File: config.mk
export PLATFORM = sky130hd
export DESIGN_NAME = log_move_flat
export DESIGN_NICKNAME = d
export VERILOG_FILES = /design/src/rtl/frog_pkg.sv /design/src/rtl/log_move_if.sv /design/src/rtl/log_step_timer.sv /design/src/rtl/log_move.sv /design/src/flat_wrapper.sv
export SDC_FILE = /design/constraint.sdc
export NUM_CORES = 1
export LEC_CHECK = 0
export CORE_MARGIN = 3
export CORE_UTILIZATION = 46
export DETAILED_ROUTE_END_ITERATION = 10
export GPL_TIMING_DRIVEN = 0
export PLACE_DENSITY = 0.84
export SLEW_MARGIN = 15
export SYNTH_ARGS = -nofsm -noshare
export SYNTH_HDL_FRONTEND = slang
export SYNTH_SLANG_ARGS = --single-unit
File: constraint.sdc
create_clock -name CLK -period 5.5 [get_ports CLK]
set_clock_uncertainty 0.2 [all_clocks]
set_input_delay 0.55 -clock CLK [delete_from_list [all_inputs] [get_ports CLK]]
set_output_delay 0.55 -clock CLK [all_outputs]
set_load 0.01 [all_outputs]
File: src/rtl/frog_pkg.sv
// Shared frogger constants and types: screen geometry, coordinate width,
// motion direction and the horizontal wrap-around step helper.
package frog_pkg;

    localparam int SCREEN_W = 640;
    localparam int SCREEN_H = 480;
    localparam int COORD_W  = 11;

    typedef enum logic {
        DIR_RIGHT = 1'b0,
        DIR_LEFT  = 1'b1
    } dir_t;

    typedef enum logic {
        ST_HOLD = 1'b0,
        ST_RUN  = 1'b1
    } move_state_t;

    // One extra bit of headroom so x + speed can never overflow before the wrap.
    function automatic logic [COORD_W-1:0] wrap_move(
        input logic [COORD_W-1:0] x,
        input logic [COORD_W-1:0] spd,
        input dir_t               dir
    );
        logic [COORD_W:0] x_w;
        logic [COORD_W:0] s_w;
        logic [COORD_W:0] scr_w;
        logic [COORD_W:0] n;
        x_w   = {1'b0, x};
        s_w   = {1'b0, spd};
        scr_w = (COORD_W+1)'(SCREEN_W);
        if (dir == DIR_RIGHT) begin
            n = x_w + s_w;
            if (n >= scr_w) begin
                n = n - scr_w;
            end
        end else begin
            if (x_w < s_w) begin
                n = x_w + scr_w - s_w;
            end else begin
                n = x_w - s_w;
            end
        end
        return n[COORD_W-1:0];
    endfunction

endpackage

File: src/rtl/log_move_if.sv
// Frame-control inputs and sprite-position outputs of one river log.
interface log_move_if;
    import frog_pkg::*;

    logic                      startOfFrame;
    logic                      enable;
    logic                      restart;
    logic        [COORD_W-1:0] ObjectStartX;
    logic        [COORD_W-1:0] ObjectStartY;
    logic                      step;
    logic signed [COORD_W-1:0] carry_dx;

    modport master (
        output startOfFrame, enable, restart,
        input  ObjectStartX, ObjectStartY, step, carry_dx
    );

    modport slave (
        input  startOfFrame, enable, restart,
        output ObjectStartX, ObjectStartY, step, carry_dx
    );

endinterface

File: src/rtl/log_step_timer.sv
// Frame counter for a log: pulses step_now on the frame that completes
// FRAMES_PER_STEP enabled frames.
module log_step_timer
    import frog_pkg::*;
#(
    parameter int unsigned FRAMES_PER_STEP = 1
) (
    input  logic CLK,
    input  logic RESETn,
    input  logic start_of_frame,
    input  logic enable,
    input  logic restart,
    output logic step_now
);

    localparam int CNT_W = (FRAMES_PER_STEP > 1) ? $clog2(FRAMES_PER_STEP) : 1;
    localparam logic [CNT_W-1:0] LAST = CNT_W'(FRAMES_PER_STEP - 1);

    move_state_t      state;
    logic [CNT_W-1:0] fcnt_q;
    logic [CNT_W-1:0] fcnt_d;

    always_ff @(posedge CLK or negedge RESETn) begin
        if (!RESETn) begin
            fcnt_q <= '0;
        end else begin
            fcnt_q <= fcnt_d;
        end
    end

    // RUN/HOLD tracks enable in the same cycle, so the mode is not registered.
    always_comb begin
        fcnt_d   = fcnt_q;
        step_now = 1'b0;
        state    = enable ? ST_RUN : ST_HOLD;
        if (restart) begin
            fcnt_d = '0;
        end else begin
            case (state)
                ST_RUN: begin
                    if (start_of_frame) begin
                        if (fcnt_q == LAST) begin
                            fcnt_d   = '0;
                            step_now = 1'b1;
                        end else begin
                            fcnt_d = fcnt_q + 1'b1;
                        end
                    end
                end
                default: begin
                    fcnt_d = fcnt_q;
                end
            endcase
        end
    end

endmodule

File: src/rtl/log_move.sv
// Horizontal position generator for one river log sprite, with wrap-around
// at the screen edge and a per-step displacement for a riding frog.
module log_move
    import frog_pkg::*;
#(
    parameter int unsigned START_X         = 0,
    parameter int unsigned START_Y         = 0,
    parameter int unsigned SPEED           = 4,
    parameter int unsigned FRAMES_PER_STEP = 1,
    parameter bit          DIRECTION       = 1'b0
) (
    input  logic       CLK,
    input  logic       RESETn,
    log_move_if.slave  bus
);

    localparam dir_t                      DIR     = dir_t'(DIRECTION);
    localparam logic        [COORD_W-1:0] X_START = COORD_W'(START_X);
    localparam logic        [COORD_W-1:0] SPD     = COORD_W'(SPEED);
    localparam logic signed [COORD_W-1:0] DX_STEP =
        (DIR == DIR_LEFT) ? -$signed(SPD) : $signed(SPD);

    logic                      step_now;
    logic        [COORD_W-1:0] x_q;
    logic        [COORD_W-1:0] x_d;
    logic                      step_q;
    logic                      step_d;
    logic signed [COORD_W-1:0] dx_q;
    logic signed [COORD_W-1:0] dx_d;

    log_step_timer #(
        .FRAMES_PER_STEP(FRAMES_PER_STEP)
    ) u_timer (
        .CLK            (CLK),
        .RESETn         (RESETn),
        .start_of_frame (bus.startOfFrame),
        .enable         (bus.enable),
        .restart        (bus.restart),
        .step_now       (step_now)
    );

    always_ff @(posedge CLK or negedge RESETn) begin
        if (!RESETn) begin
            x_q    <= X_START;
            step_q <= 1'b0;
            dx_q   <= '0;
        end else begin
            x_q    <= x_d;
            step_q <= step_d;
            dx_q   <= dx_d;
        end
    end

    // Restart outranks a step that the timer might report in the same cycle.
    always_comb begin
        x_d    = x_q;
        step_d = 1'b0;
        dx_d   = '0;
        if (bus.restart) begin
            x_d = X_START;
        end else if (step_now) begin
            x_d    = wrap_move(x_q, SPD, DIR);
            step_d = 1'b1;
            dx_d   = DX_STEP;
        end
    end

    assign bus.ObjectStartX = x_q;
    assign bus.ObjectStartY = COORD_W'(START_Y);
    assign bus.step         = step_q;
    assign bus.carry_dx     = dx_q;

endmodule

File: src/flat_wrapper.sv
// flat-port wrapper written by rule: the top's interface ports become plain ports
module log_move_flat import frog_pkg::*;
#(
    parameter int unsigned START_X         = 0,
    parameter int unsigned START_Y         = 0,
    parameter int unsigned SPEED           = 4,
    parameter int unsigned FRAMES_PER_STEP = 1,
    parameter bit          DIRECTION       = 1'b0
)
  (CLK, RESETn, bus_startOfFrame, bus_enable, bus_restart, bus_ObjectStartX, bus_ObjectStartY, bus_step, bus_carry_dx);
  log_move_if bus_i ();
  input  logic CLK;
  input  logic RESETn;
  input wire logic [$bits(bus_i.startOfFrame)-1:0] bus_startOfFrame;
  input wire logic [$bits(bus_i.enable)-1:0] bus_enable;
  input wire logic [$bits(bus_i.restart)-1:0] bus_restart;
  output wire logic [$bits(bus_i.ObjectStartX)-1:0] bus_ObjectStartX;
  output wire logic [$bits(bus_i.ObjectStartY)-1:0] bus_ObjectStartY;
  output wire logic [$bits(bus_i.step)-1:0] bus_step;
  output wire logic [$bits(bus_i.carry_dx)-1:0] bus_carry_dx;
  assign bus_i.startOfFrame = bus_startOfFrame;
  assign bus_i.enable = bus_enable;
  assign bus_i.restart = bus_restart;
  assign bus_ObjectStartX = bus_i.ObjectStartX;
  assign bus_ObjectStartY = bus_i.ObjectStartY;
  assign bus_step = bus_i.step;
  assign bus_carry_dx = bus_i.carry_dx;
  log_move #(.START_X(START_X), .START_Y(START_Y), .SPEED(SPEED), .FRAMES_PER_STEP(FRAMES_PER_STEP), .DIRECTION(DIRECTION)) u_core (.CLK(CLK), .RESETn(RESETn), .bus(bus_i));
endmodule
# == After elaboration in Yosys (flattened, before gate mapping) ==
# Index checks and enable logic that the tools add are counted.
# word_totals
reg_bits,24
in_bits,5
# op_classes
reduce_logical,4
order_cmp,1
n_addsub,3
n_mux,16
# op_table
operator,n
two-way mux 11 bit,4
adder 11 x 3 -> 12 bit (second input constant),1
>= comparator 12 x 10 -> 1 bit (second input constant),1
two-way mux 1 bit,11
subtractor 11 x 10 -> 11 bit (second input constant),1
nonzero test 2 bit,3
two-way mux 3 bit,1
AND reduction 2 bit,1
adder 1 bit (second input constant),1

# == Depth between registers and ports, before layout ==
# logic_depth
word_depth,6
ltp_mapped,9

# == By module ==
# A second synthesis with hierarchy kept.
# hier_totals
cells_unflattened,119
hier_area_um2,1018.5
# modules_own_cells
mod,n_inst,cells_each,area_per_inst_um2
log_move,1,118,1009.7
log_step_timer,1,1,8.8

# == Worst setup path after synthesis ==
# Ideal clock, no wire load.
# synth_timing
path_kind,register to register
from,"reg u_core.x_q[2], in the netlist u_core.bus.ObjectStartX[2]"
to,"reg u_core.x_q[9], in the netlist u_core.bus.ObjectStartX[9]"
synth_period_minus_slack_ns,2.280
path_stages_with_launch,7
n_path_buf,0
setup_slack_ns,3.220
t_arrival_ns,1.998
cell_sequence,dfrtp_1 -> ha_1 -> nand4_2 -> nor2_1 -> mux2_4 -> or4_1 -> a31oi_1
# synth_via
elab_chain_cells,5
word_cells_on_any_way,6
classes_between,add/sub (2); order compare (1); mux (3)
# synth_rtl
element,line,rtl
start: declaration,log_move.sv:24,logic [COORD_W-1:0] x_q;
start signal: assignment,log_move.sv:44,x_q <= X_START;
start signal: assignment,log_move.sv:48,x_q <= x_d;
adder 11 x 3 -> 12 bit (*),frog_pkg.sv:33,n = x_w + s_w;
subtractor 11 x 10 -> 11 bit / >= comparator 12 x 10 -> 1 bit (equally long branches),"frog_pkg.sv:35, frog_pkg.sv:34",
two-way mux 11 bit (*),frog_pkg.sv:34,if (n >= scr_w) begin
two-way mux 11 bit (*),log_move.sv:61,end else if (step_now) begin
two-way mux 11 bit (*),log_move.sv:59,if (bus.restart) begin
# Mark *: on every way between the ends. The rest lies on a longest branch, timed or not. The select of a mux whose other input is x is not followed.
# A chain may end at the register's enable or synchronous reset.

# == Worst setup path after layout ==
# Same ends and word-level chain as after synthesis.

==> flow_summary.toml <==
[clock_tree]
clkTransAtPathRegs_ps = 70
clock_path_buffers = 2
insertion_delay_ps = 280
cts_hold_buffers = 0
ctsResizeCount = 0
root_buffer = "clkbuf_4"
postCtsSetupRepairBufs = 0
htree_levels = 1
cts_tree = "yes"
numCtsBuffers = 3
cts_sinks = 10

[synthesis]
async_flop_share = 1.00
synth_most_common_cell = "buf_4"
dominantRegCellSynth = "dfrtp_1"
yosys_warnings = 0
synth.avg_cell_area_um2 = 8.34
synth_compound_area_frac = 0.154
synth_simple_gate_area_share = 0.238
muxShareOfSynthArea = 0.0368
synth.top_cells.by_count = "buf_4, dfrtp_1, nand2_1, nor2_1, nand3_1"
yosys.area.top_type = "dfrtp_1"
synth_top_area_share = 0.254
synth_cell_types = 41
syn-cell-area_um2 = 985
synth_adder_area_share = 0.0381
synth_top_family_by_area = "buffers and inverters"
syn_inst = 118
synthXorXnorAreaFrac = 0.0356
ys_seq_area_frac = 0.254
synth_area_leaders = "dfrtp_1, buf_4, ha_1, nand3_1, nand2_1"
synth_edf_count = 0
ys_ff_latch = 10

[critical_path]
reg2reg_slack_ps = 3010
required_ps = 5490
reg2reg_from = "u_core.bus.ObjectStartX[2]"
crit_fanout = 8
r2r_cells = 6
cp_slowest_cell = "dfrtp_1"
cp_cell_sequence = "ha_1 > nand4_2 > nor2_1 > mux2_4 > or4_1 > a31oi_1"
crit-reg2reg-capture = "u_core.bus.ObjectStartX[9]"
cpPeakStageDelay_ps = 470
crit_arrival_ps = 2480
setup.worst_path.start_class = "flip-flop"
worst-setup-path-type = "reg2reg"
cp-end-kind = "flip-flop"

[cells_and_area]
final_nets = 167
fin_area_um2 = 1280
drive_above_1_share = 0.259
diodes = 0
area_delta_synth_final_pct = 29.7

[grt]
grt_usage = 0.154
antenna_found_initial = 0
grt_pass1_wl_mm = 3.10
grt_max_degree = 11
overflow = 0
grt_pass1_vias = 760

[timing]
rsz0062_at_grt = "no"
hold_ws_ps = 376
finalCritPeriodShare = 0.453
finalSetupViolations = 0
finalSetupTns_ps = 0
final_hold_viol_count = 0
max_freq_mhz = 401
fin_crit_ps = 2490
slew_viol_final = 0
fin_ws_ps = 3010

[die]
dieArea_um2 = 2730
num_rows = 16
die_width_um = 52.3
ios = 39
die_h_um = 52.3
core_area_um2 = 2000
start_util = 0.492

[power_and_ir_drop]
combPwrFrac = 0.226
p_clk_frac = 0.364
total_leakage_power_nw = 0.607
internal_power_mw = 0.137
total_power_mw = 0.189
power_frac_seq = 0.410
powerDensity_nw_per_um2 = 148
p_sw_frac = 0.275
peakVddDrop_uv = 122
power.switching_mw = 0.0519

[hold_path]
hold_class = "in2async"

[route]
wl_per_cell_um = 10.7
vias = 865
dr.pass1.iters = 4
remaining_drc_errors = 0
ant_nets = 0
viasPerCell = 4.68
drt_iter0_markers = 16
routed_wl_mm = 1.98

[placed_design]
place.gp.congestion = 0.907
dpl_worst_slack_ps = 3040
dp_hpwl_mm = 1.57
dpl_cell_area_um2 = 1240
numPortBuffers = 14

[job]
maxCapViolations = 0

[status]
status = "completed"
[worst max path at each step]
stage,from,depth (start not counted),endpoint
2_1_floorplan,u_core.bus.ObjectStartX[2],6,u_core.bus.ObjectStartX[9]
3_5_place_dp,u_core.bus.ObjectStartX[2],6,u_core.bus.ObjectStartX[9]
5_1_grt,u_core.bus.ObjectStartX[2],6,u_core.bus.ObjectStartX[9]
6_report,u_core.bus.ObjectStartX[2],6,u_core.bus.ObjectStartX[9]
3_3_place_gp,u_core.bus.ObjectStartX[2],6,u_core.bus.ObjectStartX[9]
4_1_cts,u_core.bus.ObjectStartX[2],6,u_core.bus.ObjectStartX[9]
[critical path: cells and delay by family, from the launching register on]
kind / cells / cell delay [ps]
AND/OR/NAND/NOR: 3 / 850
AO/OA/AOI/OAI: 1 / 220
multiplexers: 1 / 350
adder cells (fa/ha/maj): 1 / 300
flip-flops: 1 / 470
[layout by cell type, fill, tap and decap left out, types with 2 or more instances in the layout]
| master | n |
|---|---|
| a21oi_1 | 5 |
| nor3_1 | 2 |
| clkdlybuf4s50_1 | 14 |
| xor2_1 | 2 |
| a211oi_1 | 2 |
| xnor2_1 | 2 |
| inv_1 | 3 |
| o21ai_0 | 5 |
| buf_6 | 2 |
| nand3_1 | 7 |
| conb_1 | 23 |
| buf_4 | 26 |
| nand2_1 | 9 |
| and2_1 | 2 |
| clkbuf_1 | 2 |
| dfrtp_1 | 10 |
| nand4_1 | 2 |
| o21ai_1 | 2 |
| clkbuf_4 | 3 |
| nor2_1 | 9 |
| ha_1 | 3 |
[per-layer routing]
layer  up-vias  routed length [um]  part of all wire  GRT usage
li1        444                   -                 -          -
met1       381                 820              0.42      0.180
met2        38                 970              0.49      0.259
met3         2                 166             0.084     0.0456
met4         0                  18            0.0091     0.0681
met5         -                   0                 0          0
[flip-flops by register name, summed over array words and instances (netlist names)]
name                     count
u_core.bus.carry_dx          1
u_core.bus.ObjectStartX      9
[power groups by stage]
stage	clock network [mW]	registers [mW]	logic, mW
after detailed placement	0	0.0787	0.0421
after CTS	0.0705	0.0773	0.0422
after global routing	0.0748	0.0777	0.0467
after global placement	0	0.0787	0.0414
final	0.0687	0.0773	0.0427
after floorplan	0	0.0793	0.0307
[stage by stage]
step	instances	util
after global placement	181	0.620
final	185	0.638
after floorplan	140	-
after global routing	185	0.638
after CTS	185	0.638
after detailed placement	181	0.620
[cells by family (layout without fill, tap and decap cells)]
| family | Yosys count | in the layout |
|---|---|---|
| adders and majority gates | 3 | 3 |
| and+or+nand+nor | 41 | 41 |
| AOI/OAI and AO/OA | 23 | 23 |
| buffers and inverters | 33 | 51 |
| other | 1 | 23 |
| xor gates and xnor gates | 4 | 4 |
| muxes | 3 | 3 |
| DFF | 10 | 10 |
[layout make-up]
class                   instances  area [um2]
plain buffers                  30         225
inverters                       3        11.3
clock buffers                   4        36.3
well taps                      27        33.8
flip-flops and latches         10         250
fillers                       179         724
multi-input cells              97         581
repair buffers                 14         140
No activity file was read; power rests on OpenSTA's default activity.
